[config.mk]
export PLATFORM = sky130hd
export DESIGN_NAME = load_store_unit
export DESIGN_NICKNAME = d
export VERILOG_FILES = /design/src/rtl/load_store_unit.sv
export SDC_FILE = /design/constraint.sdc
export NUM_CORES = 1
export LEC_CHECK = 0
export CAP_MARGIN = 15
export CORE_UTILIZATION = 25
export CTS_BUF_LIST = sky130_fd_sc_hd__clkbuf_4 sky130_fd_sc_hd__clkbuf_8 sky130_fd_sc_hd__clkbuf_16
export DETAILED_ROUTE_END_ITERATION = 16
export GPL_TIMING_DRIVEN = 0
export HOLD_SLACK_MARGIN = 0.08
export PLACE_DENSITY = 0.51
export SYNTH_ARGS = -nofsm -noshare
export SYNTH_HDL_FRONTEND = slang
export SYNTH_SLANG_ARGS = --single-unit
[constraint.sdc]
create_clock -name clk -period 3.9 [get_ports clk]
set_input_delay 0.585 -clock clk [delete_from_list [all_inputs] [get_ports clk]]
set_output_delay 0.585 -clock clk [all_outputs]
set_load 0.02 [all_outputs]
[src/rtl/load_store_unit.sv]
// load_store_unit: bridges the core's memory stage to a word-addressed,
// combinational-read data memory. It handles one byte, half or word
// access at a time. Loads extract and extend the addressed lane. Sub-word
// stores read the word, merge the new bytes into it and write it back.
//
// Optional feature: define LSU_MISALIGN_TRAP_EN to add the rsp_err output
// and to reject misaligned half/word accesses without touching memory.
//
// Handshake: a request transfers on a rising edge where req_valid and
// req_ready are both 1. A response transfers on a rising edge where
// rsp_valid and rsp_ready are both 1. rsp_valid/rsp_rdata hold steady
// until that edge, and req_ready stays low from accept to response transfer.
module load_store_unit #(
  parameter int MEM_AW = 10
) (
  input  logic        clk,
  input  logic        reset,
  input  logic        req_valid,
  output logic        req_ready,
  input  logic        req_we,
  input  logic [2:0]  req_funct3,
  input  logic [31:0] req_addr,
  input  logic [31:0] req_wdata,
  output logic        rsp_valid,
  input  logic        rsp_ready,
  output logic [31:0] rsp_rdata,
  output logic [31:0] mem_addr,
  output logic        mem_wr_en,
  output logic [31:0] mem_wd,
  input  logic [31:0] mem_rd,
  output logic [1:0]  dbg_state
`ifdef LSU_MISALIGN_TRAP_EN
  ,
  output logic        rsp_err
`endif
);

  localparam logic [1:0] S_IDLE  = 2'd0;
  localparam logic [1:0] S_READ  = 2'd1;
  localparam logic [1:0] S_WRITE = 2'd2;
  localparam logic [1:0] S_RESP  = 2'd3;

  localparam logic [1:0] SZ_BYTE = 2'd0;
  localparam logic [1:0] SZ_HALF = 2'd1;
  localparam logic [1:0] SZ_WORD = 2'd2;

  logic [1:0]        state;
  logic [MEM_AW+1:0] addr_q;
  logic [2:0]        f3_q;
  logic              we_q;
  logic [15:0]       wdata_q;
  logic [31:0]       wd_q;
  logic [31:0]       rdata_q;

  logic              accept;
  logic [1:0]        req_size;
  logic [1:0]        q_size;
  logic              req_misaligned;

  // Address bits above the memory index are dropped by design.
  logic unused_addr_bits;
  assign unused_addr_bits = ^req_addr[31:MEM_AW+2];

  // Access size. Any code that is not a defined byte/half code is a word.
  function automatic logic [1:0] size_of(input logic we, input logic [2:0] f3);
    logic [1:0] sz;
    sz = SZ_WORD;
    if (we) begin
      case (f3)
        3'b000:  sz = SZ_BYTE;
        3'b001:  sz = SZ_HALF;
        default: sz = SZ_WORD;
      endcase
    end else begin
      case (f3)
        3'b000, 3'b100: sz = SZ_BYTE;
        3'b001, 3'b101: sz = SZ_HALF;
        default:        sz = SZ_WORD;
      endcase
    end
    return sz;
  endfunction

  // Extract the addressed lane. funct3[2] selects zero-extension.
  function automatic logic [31:0] load_extract(input logic [31:0] word,
                                               input logic [2:0]  f3,
                                               input logic [1:0]  lane,
                                               input logic [1:0]  size);
    logic [7:0]  b;
    logic [15:0] h;
    logic [31:0] r;
    case (lane)
      2'd0:    b = word[7:0];
      2'd1:    b = word[15:8];
      2'd2:    b = word[23:16];
      default: b = word[31:24];
    endcase
    h = lane[1] ? word[31:16] : word[15:0];
    case (size)
      SZ_BYTE: r = f3[2] ? {24'b0, b} : {{24{b[7]}}, b};
      SZ_HALF: r = f3[2] ? {16'b0, h} : {{16{h[15]}}, h};
      default: r = word;
    endcase
    return r;
  endfunction

  // Replace only the addressed byte/half of the base word.
  function automatic logic [31:0] store_merge(input logic [31:0] base,
                                              input logic [15:0] wdata,
                                              input logic [1:0]  lane,
                                              input logic [1:0]  size);
    logic [31:0] r;
    r = base;
    if (size == SZ_BYTE) begin
      case (lane)
        2'd0:    r[7:0]   = wdata[7:0];
        2'd1:    r[15:8]  = wdata[7:0];
        2'd2:    r[23:16] = wdata[7:0];
        default: r[31:24] = wdata[7:0];
      endcase
    end else if (size == SZ_HALF) begin
      if (lane[1]) r[31:16] = wdata;
      else         r[15:0]  = wdata;
    end
    return r;
  endfunction

  assign accept   = req_valid && (state == S_IDLE);
  assign req_size = size_of(req_we, req_funct3);
  assign q_size   = size_of(we_q, f3_q);

  // Misalignment is only detected when the trap feature is built in.
`ifdef LSU_MISALIGN_TRAP_EN
  always_comb begin
    req_misaligned = 1'b0;
    if (req_size == SZ_HALF) req_misaligned = req_addr[0];
    else if (req_size == SZ_WORD) req_misaligned = (req_addr[1:0] != 2'b00);
  end
`else
  assign req_misaligned = 1'b0;
`endif

  // FSM and datapath registers. Every output comes from these registers.
  always_ff @(posedge clk or posedge reset) begin
    if (reset) begin
      state   <= S_IDLE;
      addr_q  <= '0;
      f3_q    <= 3'b0;
      we_q    <= 1'b0;
      wdata_q <= 16'b0;
      wd_q    <= 32'b0;
      rdata_q <= 32'b0;
    end else begin
      case (state)
        S_IDLE: begin
          if (accept) begin
            addr_q  <= req_addr[MEM_AW+1:0];
            f3_q    <= req_funct3;
            we_q    <= req_we;
            wdata_q <= req_wdata[15:0];
            rdata_q <= 32'b0;
            if (req_misaligned) begin
              state <= S_RESP;
            end else if (req_we && (req_size == SZ_WORD)) begin
              // Full-word store needs no merge base.
              wd_q  <= req_wdata;
              state <= S_WRITE;
            end else begin
              state <= S_READ;
            end
          end
        end
        S_READ: begin
          if (we_q) begin
            wd_q  <= store_merge(mem_rd, wdata_q, addr_q[1:0], q_size);
            state <= S_WRITE;
          end else begin
            rdata_q <= load_extract(mem_rd, f3_q, addr_q[1:0], q_size);
            state   <= S_RESP;
          end
        end
        S_WRITE: begin
          state <= S_RESP;
        end
        default: begin
          if (rsp_ready) state <= S_IDLE;
        end
      endcase
    end
  end

`ifdef LSU_MISALIGN_TRAP_EN
  logic err_q;

  // Error flag for the pending response. It is set only by a rejected access.
  always_ff @(posedge clk or posedge reset) begin
    if (reset) begin
      err_q <= 1'b0;
    end else if (accept) begin
      err_q <= req_misaligned;
    end
  end

  assign rsp_err = err_q;
`endif

  assign req_ready = (state == S_IDLE);
  assign rsp_valid = (state == S_RESP);
  assign rsp_rdata = rdata_q;
  assign mem_wr_en = (state == S_WRITE);
  assign mem_wd    = wd_q;
  assign mem_addr  = {{(32-MEM_AW){1'b0}}, addr_q[MEM_AW+1:2]};
  assign dbg_state = state;

endmodule

==> results.json <==
{
  "gp_congestion": 0.891,
  "clk_root_buffer_cell": "clkbuf_16",
  "fin_setup_tns_ns": 0,
  "worst_path_most_repeated_cell": "clkbuf_1",
  "rsz0062_at_grt": "no",
  "port_buffers": 162,
  "slowest_delay_ns": 0.55,
  "slew_violations": 0,
  "synth-seq-cells": 98,
  "grt_use_total_pct": 17.7,
  "critPathRequiredTime_ns": 4.18,
  "fin_area_um2": 8270,
  "max_freq_mhz": 362,
  "crit_arrival_ns": 3.05,
  "diodes": 0,
  "crit_path_max_fanout": 10,
  "overflow": 0,
  "netlist_instances": 622,
  "cap_violations": 0,
  "cts_resized": 0,
  "reg2reg_depth": 8,
  "totalWireLength_mm": 20.9,
  "die_height_um": 155,
  "ant_nets": 0,
  "crit_type": "reg -> reg",
  "min_delay_path_depth": 2,
  "worstHoldEndpoint": "rsp_rdata[9]$_DFFE_PP0P_",
  "cts_sinks": 98,
  "regArea_um2": 2450,
  "power_density_nw_per_um2": 888,
  "hp-start": "rsp_rdata[9]$_DFFE_PP0P_",
  "ys_seq_area_share_pct": 42.0,
  "relSlewSlack_pct": 56.9,
  "ys_types": 46,
  "post-route-period-util_pct": 70.8,
  "synth_async_sr_flop_share_pct": 100,
  "postCtsHoldBufs": 0,
  "syn_area_um2": 5840,
  "hpwlAfterDp_mm": 16.2,
  "drive_gt1_share_pct": 15.3,
  "yosys-top-cells-area": "dfrtp_1 (42%), mux2_2 (6.4%), buf_4 (4.2%)",
  "tightest_slew_ns": 0.647,
  "worst-path-buf-inv": 3,
  "core_area_um2": 22800,
  "wl_per_cell_um": 18.4,
  "final_nets": 925,
  "cp_top_family": "buffers and inverters",
  "dieArea_um2": 24000,
  "antenna_found_initial": 0,
  "ys.flop_type": "dfrtp_1",
  "cts_made_buffers": 9,
  "cts_buffer_depth": 2,
  "yosys.area.top_type": "dfrtp_1",
  "grt_max_degree": 56,
  "nFillCells": 2355,
  "syn_area_per_cell_um2": 9.39,
  "leakagePower_uw": 0.00342,
  "multiInputGateArea_um2": 2900,
  "worst_r2r_startpoint": "dbg_state[1]$_DFFE_PP0P_",
  "setup_viol": 0,
  "pin_count": 205,
  "status": "finished clean",
  "yosys_warnings": 0,
  "path_cells": "inv_1, ha_1, clkbuf_1, nor2_1, a211oi_2, clkbuf_1, o21ai_0, o21ai_1",
  "vias": 5433,
  "r2r-end": "mem_wd[3]$_DFFE_PP0P_",
  "hold_viol": 0,
  "h-tree-depth": 3,
  "hold_ws_ns": 0.476,
  "vdd_drop_max_mv": 0.437,
  "chipWidth_um": 155,
  "area_growth_pct": 41.6,
  "crit_slowest_cell": "clkbuf_1",
  "r2r_slack_ns": 1.14,
  "dr.first_iter.drc_count": 402,
  "synth-edff-count": 0,
  "period_needed_ns": 2.76,
  "grt_pass1_wl_mm": 32.2,
  "drc_errors": 0,
  "via_per_inst": 4.79,
  "rows": 55,
  "start_util_pct": 25.6,
  "firstDrtPassIters": 4,
  "end_kind": "flip-flop",
  "hold_class": "reg -> reg",
  "grt_pass1_vias": 5288,
  "start_kind": "flip-flop",
  "fin_worst_skew_ns": 0.00918,
  "final_util_pct": 36.3,
  "post_cts_buffers": 0,
  "yosysTopAreaCellShare_pct": 42.0,
  "cts.clk_slew.worst_paths_ns": 0.08,
  "placed_area_um2": 7960,
  "tritoncts": "yes",
  "clkLatencyLatePin_ns": 0.36
}
-- layout make-up --
type	instances	area share, %
multi-input combinational	440	35.1
sequential	98	29.7
timing repair buffer	163	19.9
buffer	93	6.32
tap	313	4.74
clock buffer	10	2.89
clock inverter	6	0.802
inverter	12	0.575
-- per-layer routing --
metal  track usage [%]  part of all wire (%)  wire [um]
met2              27.8                    45       9410
met1              24.5                    47       9780
met4              4.10                  0.96        201
met5                 0                     0          0
met3              4.35                   7.0       1470
-- state kept, by name (all words and copies together), names as in the netlist --
| signal | count |
|---|---|
| mem_wd | 32 |
| wdata_q | 16 |
| addr_q | 12 |
| f3_q | 3 |
| rsp_rdata | 32 |
| dbg_state | 2 |
| we_q | 1 |
-- cells in the final DEF, fill, tap and decap left out, types with 6 or more instances in the layout --
master / instances
o31ai_1: 19
and3b_1: 8
clkdlybuf4s50_1: 162
a21boi_0: 8
o22a_1: 9
dfrtp_1: 98
a311oi_1: 16
a211o_1: 10
o21ai_2: 10
buf_4: 33
nand3_1: 6
mux2_2: 33
a31oi_1: 8
a21oi_1: 24
nor2_1: 37
nand4b_1: 8
mux2i_1: 7
clkbuf_16: 9
clkbuf_1: 32
and3_1: 10
nand2_1: 66
conb_1: 22
nor2b_1: 11
o21ai_0: 28
inv_1: 11
o21ai_1: 22
nor4b_1: 8
a211oi_1: 22
o221ai_1: 8
a21o_1: 10
buf_2: 21
-- synthesized netlist by cell type (9+ instances only) --
library cell	instances
o22a_1	9
o21ai_1	22
nand2_1	66
buf_2	21
a21o_1	10
o21ai_0	28
a211o_1	10
o31ai_1	19
a311oi_1	16
buf_4	33
nor2b_1	11
nor2_1	37
a21oi_1	24
clkbuf_1	32
and3_1	10
a211oi_1	22
mux2_2	33
dfrtp_1	98
inv_1	12
o21ai_2	10
-- worst register-to-register path: cells and delay by family, from the launching register on --
| family | cells | cell delay [ns] |
|---|---|---|
| AO/OA/AOI/OAI | 3 | 0.89 |
| flip-flops | 1 | 0.43 |
| adder cells (fa/ha/maj) | 1 | 0.15 |
| AND/OR/NAND/NOR | 1 | 0.14 |
| buffers and inverters | 3 | 1.08 |
-- how the worst max path moves through the flow --
stage / startpoint / to / depth (start not counted) / slack (ns)
after floorplan: reset / addr_q[0]$_DFFE_PP0P_ / 1 / 0.75
after global placement: reset / mem_wd[19]$_DFFE_PP0P_ / 2 / -1.11
after detailed placement: req_funct3[1] / mem_wd[3]$_DFFE_PP0P_ / 6 / 1.04
after CTS: dbg_state[1]$_DFFE_PP0P_ / mem_wd[3]$_DFFE_PP0P_ / 8 / 1.08
after global routing: dbg_state[1]$_DFFE_PP0P_ / mem_wd[3]$_DFFE_PP0P_ / 8 / 0.89
final: dbg_state[1]$_DFFE_PP0P_ / mem_wd[3]$_DFFE_PP0P_ / 8 / 1.14
-- power breakdown --
part / leakage [uW] / switching, uW / internal [uW] / total (uW)
Sequential: 0.00121 / 360 / 1530 / 1890
Combinational: 0.00208 / 2600 / 1900 / 4500
Clock: 0.000141 / 429 / 516 / 944
Total: 0.00342 / 3390 / 3950 / 7340
-- logic make-up (layout without fill, tap and decap cells) --
group	after synthesis	in the layout	share of synthesized area, %
DFF	98	98	42.0
and+or+nand+nor	165	165	14.1
muxes	41	41	7.95
other	1	22	0.0642
buffers and inverters	105	284	9.72
adders and majority gates	4	4	0.857
AOI/OAI and AO/OA	208	208	25.3
-- per-stage QoR --
stage               worst slack [ns]  std cells  power [uW]
finish                          1.14       1135        7340
global placement               -1.11       1118        6390
detailed placement              1.04       1119        6420
global route                   0.891       1135        7870
floorplan                      0.753        643        4670
CTS                             1.08       1135        7390
No activity file was read; power rests on OpenSTA's default activity.
